--- config.mk ---
export PLATFORM = sky130hd
export DESIGN_NAME = mio_responder
export DESIGN_NICKNAME = d
export VERILOG_FILES = /design/src/rtl/mio_pkg.sv /design/src/rtl/mio_io_regs.sv /design/src/rtl/mio_responder.sv
export SDC_FILE = /design/constraint.sdc
export NUM_CORES = 1
export LEC_CHECK = 0
export CORE_MARGIN = 8
export CORE_UTILIZATION = 34
export DETAILED_ROUTE_END_ITERATION = 6
export HOLD_SLACK_MARGIN = 0.05
export PLACE_DENSITY = 0.66
export SYNTH_ARGS = -nofsm -noshare
export SYNTH_HDL_FRONTEND = slang
export SYNTH_SLANG_ARGS = --single-unit
--- constraint.sdc ---
create_clock -name clk -period 4.6 [get_ports clk]
set_input_delay 0.92 -clock clk [delete_from_list [all_inputs] [get_ports clk]]
set_output_delay 0.92 -clock clk [all_outputs]
set_load 0.1 [all_outputs]
--- src/rtl/mio_pkg.sv ---
// Shared definitions for the memory/IO responder: FSM encoding, IO base and
// register offsets, plus the IO region decode helper.
package mio_pkg;

  typedef enum logic [1:0] {
    IDLE = 2'd0,
    WAIT = 2'd1,
    ACK  = 2'd2
  } mio_state_e;

  localparam logic [3:0]  IO_BASE     = 4'hF;
  localparam logic [27:0] OFF_SW_GPIO = 28'h000_0000;
  localparam logic [27:0] OFF_TIMER   = 28'h000_0004;

  function automatic logic is_io_addr(input logic [3:0] hi_nibble);
    return hi_nibble == IO_BASE;
  endfunction

endpackage

--- src/rtl/mio_io_regs.sv ---
// IO register block: GPIO output, switch readback and the optional free-running
// timer (present only when MIO_TIMER_EN is defined).
module mio_io_regs
  import mio_pkg::*;
(
  input  logic        clk_i,
  input  logic        rst_i,
  input  logic        wr_en_i,
  input  logic [25:0] woff_i,
  input  logic [31:0] wdata_i,
  input  logic [15:0] sw_i,
  output logic [15:0] gpio_o,
  output logic [31:0] rdata_o
);

  logic        sel_gpio;
  logic [15:0] gpio_q;

  assign sel_gpio = (woff_i == OFF_SW_GPIO[27:2]);
  assign gpio_o   = gpio_q;

  always_ff @(posedge clk_i or posedge rst_i) begin
    if (rst_i) begin
      gpio_q <= '0;
    end else if (wr_en_i && sel_gpio) begin
      gpio_q <= wdata_i[15:0];
    end
  end

`ifdef MIO_TIMER_EN
  logic        sel_timer;
  logic [31:0] timer_q, timer_d;

  assign sel_timer = (woff_i == OFF_TIMER[27:2]);

  // A software load overrides the increment in the same cycle.
  always_comb begin
    timer_d = timer_q + 32'd1;
    if (wr_en_i && sel_timer) begin
      timer_d = wdata_i;
    end
  end

  always_ff @(posedge clk_i or posedge rst_i) begin
    if (rst_i) begin
      timer_q <= '0;
    end else begin
      timer_q <= timer_d;
    end
  end

  always_comb begin
    rdata_o = '0;
    if (sel_gpio) begin
      rdata_o = {16'h0000, sw_i};
    end else if (sel_timer) begin
      rdata_o = timer_q;
    end
  end
`else
  logic unused_wdata_hi;
  assign unused_wdata_hi = ^wdata_i[31:16];

  always_comb begin
    rdata_o = '0;
    if (sel_gpio) begin
      rdata_o = {16'h0000, sw_i};
    end
  end
`endif

endmodule

--- src/rtl/mio_responder.sv ---
// CPU memory/IO responder: wait-state FSM with RAM path; IO registers live in
// mio_io_regs. Optional timer enabled with MIO_TIMER_EN.
module mio_responder
  import mio_pkg::*;
#(
  parameter int WAIT_CYCLES = 1,
  parameter int RAM_AW      = 10
) (
  input  logic              clk,
  input  logic              reset,
  input  logic              MemRead,
  input  logic              MemWrite,
  input  logic [31:0]       addr,
  input  logic [31:0]       cpu_wdata,
  output logic [31:0]       cpu_rdata,
  output logic              MIO_ready,
  output logic [RAM_AW-1:0] ram_addr,
  output logic              ram_we,
  output logic [31:0]       ram_wdata,
  input  logic [31:0]       ram_rdata,
  input  logic [15:0]       sw,
  output logic [15:0]       gpio
);

  localparam logic [3:0] CNT_INIT = 4'(WAIT_CYCLES - 1);

  mio_state_e  state_q;
  logic [3:0]  cnt_q;
  logic [31:0] addr_q, wdata_q, rdata_q;
  logic        wr_q, ready_q, we_q;
  logic        is_io, io_wr_en;
  logic [31:0] io_rdata;
  logic        unused_addr_lo;

  assign is_io          = is_io_addr(addr_q[31:28]);
  assign io_wr_en       = (state_q == ACK) && wr_q && is_io;
  assign unused_addr_lo = ^addr_q[1:0];

  assign cpu_rdata = rdata_q;
  assign MIO_ready = ready_q;
  assign ram_we    = we_q;
  assign ram_addr  = addr_q[RAM_AW+1:2];
  assign ram_wdata = wdata_q;

  // Strobes are registered on the WAIT->ACK edge so they are high exactly
  // for the ACK cycle; read data is captured on that same edge.
  always_ff @(posedge clk or posedge reset) begin
    if (reset) begin
      state_q <= IDLE;
      cnt_q   <= '0;
      addr_q  <= '0;
      wdata_q <= '0;
      wr_q    <= 1'b0;
      rdata_q <= '0;
      ready_q <= 1'b0;
      we_q    <= 1'b0;
    end else begin
      ready_q <= 1'b0;
      we_q    <= 1'b0;
      case (state_q)
        IDLE: begin
          if (MemRead || MemWrite) begin
            addr_q  <= addr;
            wdata_q <= cpu_wdata;
            wr_q    <= MemWrite;
            cnt_q   <= CNT_INIT;
            state_q <= WAIT;
          end
        end
        WAIT: begin
          if (cnt_q == 4'd0) begin
            state_q <= ACK;
            ready_q <= 1'b1;
            we_q    <= wr_q && !is_io;
            if (!wr_q) begin
              rdata_q <= is_io ? io_rdata : ram_rdata;
            end
          end else begin
            cnt_q <= cnt_q - 4'd1;
          end
        end
        ACK:     state_q <= IDLE;
        default: state_q <= IDLE;
      endcase
    end
  end

  mio_io_regs u_io (
    .clk_i   (clk),
    .rst_i   (reset),
    .wr_en_i (io_wr_en),
    .woff_i  (addr_q[27:2]),
    .wdata_i (wdata_q),
    .sw_i    (sw),
    .gpio_o  (gpio),
    .rdata_o (io_rdata)
  );

endmodule

==> reports/results.ini <==
[timing]
worst_pin_slew_ns=1.031
max-slew-margin-rel=0.3107
finalMaxSlewViolations=0
rsz0062_at_grt=false
final-hold-violation-count=0
skew_ns=0.005331
fmax_mhz=346.0
hold_ws_ns=0.5044
finalSetupViolations=0
fin_crit_ns=2.890
setup_tns_ns=0
final.period_utilization=0.6282

[job]
cap_violations=0

[critical_path]
reg2regPathDepth=5
worstSetupPathType=reg -> out
reg2reg_slack_ns=2.09
critical_path.max_fanout=3
critPathMaxStageDelay_ns=1.16
cp.buffers_inverters=1
crit_arrival_ns=1.97
worst_path_max_delay_cell=clkdlybuf4s50_1
reg2reg_from=addr_q[3]$_DFFE_PP0P_
r2r_end=u_io.gpio_o[11]$_DFFE_PP0P_
cp-startpoint=addr_q[3]$_DFFE_PP0P_
path_cells=clkdlybuf4s50_1
start_kind=flip-flop
critPathTopFamily=buffers and inverters
critPathRequiredTime_ns=3.68
endpoint_kind=primary output

[clock_network]
clock-sinks=119
cts_hold_buf=0
post-cts-setup-buffers=0
cts.repair.resized=0
clk_latency_ns=0.41
clockBufferDepth=2
cts_tree=built
h-tree-depth=4
clkTransAtPathRegs_ns=0.05
numCtsBuffers=17
root_buffer=clkbuf_16

[final_layout]
diodes=0
multiInputGateArea_um2=1710
design_area_um2=7729
regArea_um2=2978
drive_gt1_frac=0.2125
finish.cell_count_without_fillers=791
final_nets=712
syn_to_final_growth_pct=54.89
fillers=1262

[logic_synthesis]
synthFlopType=dfrtp_1
synth_area_um2=4990
avgSynthCellArea_um2=12.60
ys_warn_count=0
syn_inst=396
seq_area_frac_synth=0.5968
syn_nets=514
synth_edf_count=0
ys_async_sr_fraction=1.000
ys_types=30
synth-seq-cells=119

[routing]
drcViolationCount=0
num_vias=3684
viasPerCell=4.657
ant_nets=0
wirelength_um=13490
drt_iter0_markers=123
drtPass1Iterations=4
wl_per_cell_um=17.05

[die]
die_w_um=137.1
core_um2=14420
ios=208
start_util=0.3459
die_area_um2=18810
die-height_um=137.1
fp-row-count=44

[hold_path]
hold-path-cell-count=1
min_to=ram_wdata[16]$_DFFE_PP0P_
hp-class=reg -> reg
hp-start=ram_wdata[16]$_DFFE_PP0P_

[global_route]
grt_max_degree=77
overflow=0
antenna_found_initial=0
grt_pass1_vias=4066
grt_util_all_layers=0.1470
grt_pass1_wl_um=21310

[placement]
dp.cells=759
gp_congestion=0.7310
numPortBuffers=205
placed_area_um2=7162
dpl.hpwl_um=9843

[status]
run_status=completed

-- cell usage after synthesis (10+ instances only) --
cell type | count | area share
inv_1 | 35 | 0.026
mux2_2 | 70 | 0.16
mux2_4 | 10 | 0.030
clkbuf_1 | 16 | 0.012
nor2_1 | 23 | 0.017
nand3_1 | 20 | 0.020
buf_4 | 10 | 0.015
o21ai_0 | 17 | 0.017
nand2_1 | 16 | 0.012
a31oi_1 | 16 | 0.020
dfrtp_1 | 119 | 0.60
or4_1 | 10 | 0.015
-- flip-flops by register name (all words and copies together) (netlist names) --
signal and count:
state_q 2, cnt_q 4, MIO_ready 1, wr_q 1, cpu_rdata 32, addr_q 30
ram_wdata 32, ram_we 1, u_io.gpio_o 16
-- stage by stage --
stage | util | worst slack, ns
floorplan | - | 0.5225
global placement | 0.4965 | 1.741
detailed placement | 0.4965 | 1.699
CTS | 0.5358 | 1.684
global route | 0.5358 | 1.653
finish | 0.5358 | 1.710
-- metal layers --
| metal | vias up | global-route usage | wire, µm |
|---|---|---|---|
| met5 | - | 0 | 0 |
| met4 | 0 | 0.04526 | 129 |
| met3 | 11 | 0.07673 | 1414 |
| met2 | 130 | 0.2375 | 6438 |
| met1 | 1790 | 0.1650 | 5505 |
| li1 | 1753 | - | - |
-- cell usage in the layout, fill, tap and decap left out --
master	netlist	layout
clkdlybuf4s50_1	0	205
dfrtp_1	119	119
mux2_2	70	70
inv_1	35	34
nor2_1	23	23
nand3_1	20	20
o21ai_0	17	17
clkbuf_16	0	17
nand2_1	16	16
a31oi_1	16	16
or4_1	10	10
mux2_4	10	10
clkinv_2	0	7
or4_2	6	6
buf_4	10	5
nor4_2	3	3
nor4_1	3	3
clkbuf_1	16	3
xor2_1	2	2
ha_1	2	2
clkbuf_8	0	2
bufinv_16	0	2
nand2b_1	1	1
or3b_1	1	1
nor3_4	1	1
nand4_1	1	1
nand4_2	1	1
nor3_2	0	1
and3_1	1	1
inv_4	0	1
nor2b_1	1	1
a21o_1	1	1
nand3b_1	1	1
nor4_4	1	1
nor3_1	2	1
clkinvlp_4	0	1
buf_12	0	1
-- final cells by class --
class	count	share of cell area
Tap cell	184	0.02979
Timing Repair Buffer	211	0.2729
Sequential cell	119	0.3853
Inverter	35	0.01732
Clock inverter	10	0.01328
Multi-Input combinational cell	210	0.2213
Clock buffer	22	0.06006
-- worst max path at each step --
| stage | end | slack (ns) | depth (start not counted) |
|---|---|---|---|
| floorplan | MIO_ready$_DFF_PP0_ | 0.52 | 1 |
| global placement | addr_q[19]$_DFFE_PP0P_ | 1.74 | 5 |
| detailed placement | ram_wdata[23]$_DFFE_PP0P_ | 1.70 | 5 |
| CTS | ram_addr[1] | 1.68 | 1 |
| global route | ram_wdata[13] | 1.65 | 1 |
| finish | ram_addr[1] | 1.71 | 1 |
-- cells by family after synthesis --
family	after synthesis	synth area share
multiplexers	80	0.1881
adder cells (fa/ha/maj)	2	0.005014
flip-flops	119	0.5968
AO/OA/AOI/OAI	34	0.03862
XOR/XNOR	2	0.003511
AND/OR/NAND/NOR	92	0.1066
buffers and inverters	67	0.06143
Power is not shown: default switching activity piles up to over one toggle a cycle in this logic, so the estimate is an artifact.
==> RTL change 1 (same flow settings) <==
Build with the macro `MIO_TIMER_EN` defined.
--- a/src/rtl/mio_io_regs.sv
+++ b/src/rtl/mio_io_regs.sv
@@ -1,4 +1,6 @@
 // IO register block: GPIO output, switch readback and the optional free-running
 // timer (present only when MIO_TIMER_EN is defined).
+`define MIO_TIMER_EN
+
 module mio_io_regs
   import mio_pkg::*;
Function: changed (Yosys sat finds a counterexample within 4 cycles, from zero or initial values and one cycle with reset high).
==> RTL change 1 against the unedited design <==
Synthesized area up 36%; worst setup slack got worse by 700 ps; clock skew rose by 3.2 ps; routed wire length grew 43%; maximum frequency shrank 19%; design area up 25%; global-route usage rose by 1.2 points; sequential cell count increased by 32; critical endpoint is now ram_addr[0].
==> RTL change 1: results <==
[setup_path]
cpLargestDelayFamily = "buffers and inverters"
startpoint = "addr_q[2]$_DFFE_PP0P_"
slowest_delay_ps = 1310
endpoint = "ram_addr[0]"
cp_slowest_cell = "clkdlybuf4s50_1"
critPathMaxFanout = 21
r2r-start = "addr_q[16]$_DFFE_PP0P_"
r2r_setup_slack_ps = 1610
r2r-end = "u_io.gpio_o[14]$_DFFE_PP0P_"
worstPathArrival_ps = 2670
rr_worst_depth = 6

[cts]
cts-root-buf = "clkbuf_16"

[yosys]
synth_commonest_cells = "151 x dfrtp_1, 85 x mux2_2, 74 x nor2_1"
avgSynthCellArea_um2 = 11.4
ys_seq_area_frac = 0.558
syn-num-nets = 714
synth_area_leaders = "dfrtp_1 56%, mux2_2 14%, nor2_1 4.1%, a21oi_1 3.5%, xnor2_1 2.7%"
ys.flop_type = "dfrtp_1"
yosysUniqueCellTypes = 35

[power_and_ir_drop]
p_switching_mw = 4.00
leakage_nw = 3.93

[place]
dp.cells = 1032
port-buffer-count = 205
routabilityCongestion = 0.773
dpl.hpwl_um = 14100

[outcome]
status = "complete, no violations"

[finish]
fin_nets = 905
drive_gt1_frac = 0.166
final_cells = 1065

[drt]
drtIter0Drc = 283
finalWirelength_um = 19300
vias = 5148
first_pass_iters = 4

[global_routing]
grt_max_degree = 152
grt_pass1_vias = 5246
antenna_found_initial = 1
grt_pass1_wl_um = 30100
use_met3 = 0.0414
met2_usage = 0.262
grtUsageMet1 = 0.198
grt_usage = 0.159

[timing]
worst_pin_slew_ps = 1050
hold_viol_final = 0
fin_skew_ps = 8.54
## RTL change 1: worst min-delay path by stage
stage / slack, ps / endpoint / cells after the start / start
finish: 490 / u_io.gpio_o[5]$_DFFE_PP0P_ / 1 / u_io.gpio_o[5]$_DFFE_PP0P_
global route: 500 / u_io.gpio_o[5]$_DFFE_PP0P_ / 1 / u_io.gpio_o[5]$_DFFE_PP0P_
CTS: 490 / u_io.gpio_o[3]$_DFFE_PP0P_ / 1 / u_io.gpio_o[3]$_DFFE_PP0P_
detailed placement: 470 / u_io.gpio_o[2]$_DFFE_PP0P_ / 1 / u_io.gpio_o[2]$_DFFE_PP0P_
global placement: 470 / u_io.gpio_o[7]$_DFFE_PP0P_ / 1 / u_io.gpio_o[7]$_DFFE_PP0P_
floorplan: 470 / cnt_q[0]$_DFFE_PP0P_ / 1 / cnt_q[0]$_DFFE_PP0P_
## RTL change 1: logic make-up (layout without fill, tap and decap cells)
| kind of cell | after synthesis | after routing | share of synthesized area |
|---|---|---|---|
| adder cells (fa/ha/maj) | 3 | 3 | 0.00554 |
| buffers and inverters | 46 | 250 | 0.0327 |
| AO/OA/AOI/OAI | 80 | 80 | 0.0682 |
| XOR/XNOR | 32 | 32 | 0.0414 |
| multiplexers | 98 | 98 | 0.163 |
| flip-flops | 151 | 151 | 0.558 |
| other | 0 | 1 | 0 |
| AND/OR/NAND/NOR | 185 | 185 | 0.132 |
## RTL change 1: stage by stage
stage | utilization | cell area, µm² | power [mW] | worst slack, ps | hold WS [ps]
2_1_floorplan | - | 6780 | 5.38 | 1780 | 465
3_3_place_gp | 0.463 | 9040 | 6.37 | 1430 | 468
3_5_place_dp | 0.463 | 9040 | 6.41 | 1450 | 474
4_1_cts | 0.493 | 9630 | 7.84 | 970 | 489
5_1_grt | 0.493 | 9630 | 8.08 | 887 | 499
6_report | 0.493 | 9630 | 7.76 | 1010 | 488
## RTL change 1: area by class of cell
class	instances	area [µm²]
Clock buffer	19	443
Inverter	5	22.5
Antenna cell	1	2.50
Fill cell	1795	9890
Tap cell	265	332
Timing Repair Buffer	213	2120
Sequential cell	151	3780
Clock inverter	13	146
Multi-Input combinational cell	398	2780
## RTL change 1: power by group through the flow
stage          Sequential (mW)  Combinational (mW)  Clock, mW
2_1_floorplan             4.05                1.33          0
3_3_place_gp              2.17                4.21          0
3_5_place_dp              2.18                4.23          0
4_1_cts                   2.16                4.24       1.44
5_1_grt                   2.22                4.36       1.50
6_report                  2.16                4.20       1.41
## RTL change 1: per-layer routing
layer	wire [µm]	up-vias
met5	0	-
met4	344	0
met3	1090	23
met2	9440	115
met1	8440	2521
li1	-	2489
==> RTL change 2 (config.mk and constraints unchanged) <==
Without the edit above. Add an input register stage for `sw`, cleared by the reset; this delays it by one clock. The other inputs are not delayed to match.
--- a/src/rtl/mio_responder.sv
+++ b/src/rtl/mio_responder.sv
@@ -24,4 +24,14 @@
 
   localparam logic [3:0] CNT_INIT = 4'(WAIT_CYCLES - 1);
+
+  logic [15:0] sw_q;
+
+  always_ff @(posedge clk or posedge reset) begin
+    if (reset) begin
+      sw_q <= '0;
+    end else begin
+      sw_q <= sw;
+    end
+  end
 
   mio_state_e  state_q;
@@ -92,5 +102,5 @@
     .woff_i  (addr_q[27:2]),
     .wdata_i (wdata_q),
-    .sw_i    (sw),
+    .sw_i    (sw_q),
     .gpio_o  (gpio),
     .rdata_o (io_rdata)
Check against the original RTL: not equivalent (a bounded check fails within 4 cycles, from zero or initial values and one cycle with reset high).
==> RTL change 2 against the unedited design <==
Register-to-register slack worse by 50 ps; design area is 5.8% higher; sequential share of layout area increased by 2.8 points; routed wire length up 2.7%; synthesized cell count increased by 4.0%; highest routed layer is now met5; sequential cell count grew 16; critical path depth did not move; cell count grew 5.9%; synthesized area rose by 8.0%; critical endpoint is now ram_wdata[14]; worst setup slack improved by 8.5 ps; count of clock-buffer cells in the layout is the same.
Power is left out: the tool's default activity adds up to more than one toggle a clock period on the data nets, which glitch-free logic cannot reach.
==> RTL change 2: results <==
[outcome]
status = "complete, no violations"

[cts]
cts_resized = 0
cts_htree_levels = 4
max-clock-path-buffers = 2
path_clk_slew_ps = 50
insertion_delay_ps = 410
cts-root-buf = "clkbuf_16"
cts_buffers = 17
post_cts_buffers = 0

[min_path]
worstHoldEndpoint = "ram_wdata[23]$_DFFE_PP0P_"
hold_path_class = "register to register"
min_from = "ram_wdata[23]$_DFFE_PP0P_"
hold_depth = 1

[place]
routabilityCongestion = 0.771
port-buffer-count = 205
dpl.hpwl_um = 10000

[global_routing]
grt_pass1_wl_um = 22100
antenna_found_initial = 1
grt_max_degree = 115
grt_usage = 0.142
grt_pass1_vias = 4113

[drt]
first_pass_iters = 4
drt-vias-per-instance = 4.51
finalWirelength_um = 13900
drtIter0Drc = 161

[yosys]
async_reset_ff_frac = 1.00
synth_area_leaders = "dfrtp_1 63%, mux2_2 15%, mux2_4 2.8%, inv_1 2.4%, a31oi_1 1.9%"
synth_commonest_cells = "135 x dfrtp_1, 70 x mux2_2, 35 x inv_1"
yosysUniqueCellTypes = 30
synth.yosys.warnings = 0
ys_seq_area_frac = 0.627
syn-num-nets = 530

[finish]
fin_nets = 728
diodes = 0
drive_gt1_frac = 0.207

[setup_path]
r2r-start = "addr_q[14]$_DFFE_PP0P_"
slowest_delay_ps = 1170
critPathMaxFanout = 3
cpLargestDelayFamily = "buffers and inverters"
r2r_setup_slack_ps = 2040
cp_slowest_cell = "clkdlybuf4s50_1"
r2r-end = "u_io.gpio_o[14]$_DFFE_PP0P_"
rr_worst_depth = 5
worstPathArrival_ps = 1960

[timing]
fin_skew_ps = 7.83
worst_pin_slew_ps = 1040
[RTL change 2: worst max path at each step]
stage	slack, ps	end	from
6_report	1720	ram_wdata[14]	ram_wdata[14]$_DFFE_PP0P_
5_1_grt	1660	ram_addr[5]	addr_q[7]$_DFFE_PP0P_
4_1_cts	1690	ram_wdata[14]	ram_wdata[14]$_DFFE_PP0P_
3_5_place_dp	1650	cnt_q[1]$_DFFE_PP0P_	MemWrite
3_3_place_gp	1720	cnt_q[1]$_DFFE_PP0P_	MemWrite
2_1_floorplan	70	MIO_ready$_DFF_PP0_	reset
[RTL change 2: final cells by class]
class	instances	area (µm²)
Clock buffer	22	474
Clock inverter	9	100
Fill cell	1356	7530
Inverter	35	136
Multi-Input combinational cell	210	1710
Sequential cell	135	3380
Tap cell	216	270
Timing Repair Buffer	211	2110
[RTL change 2: cell families after synthesis]
| group | Yosys count | share of synthesized area |
|---|---|---|
| AO/OA/AOI/OAI | 34 | 0.0358 |
| XOR/XNOR | 2 | 0.00325 |
| multiplexers | 80 | 0.174 |
| buffers and inverters | 67 | 0.0576 |
| AND/OR/NAND/NOR | 92 | 0.0975 |
| flip-flops | 135 | 0.627 |
| adder cells (fa/ha/maj) | 2 | 0.00464 |
[RTL change 2: stage by stage]
stage | hold WS [ps] | instances | instance area, µm² | util | worst slack, ps
final | 502 | 838 | 8180 | 0.521 | 1720
after global routing | 518 | 838 | 8180 | 0.521 | 1660
after CTS | 507 | 838 | 8180 | 0.521 | 1690
after detailed placement | 494 | 807 | 7600 | 0.484 | 1650
after global placement | 491 | 807 | 7600 | 0.484 | 1720
after floorplan | 480 | 412 | 5390 | - | 68.9
[RTL change 2: metal layers]
layer  part of all wire  global-route usage
met1               0.42               0.162
met2               0.49               0.230
met3              0.081              0.0652
met4              0.012              0.0492
met5            0.00094                   0
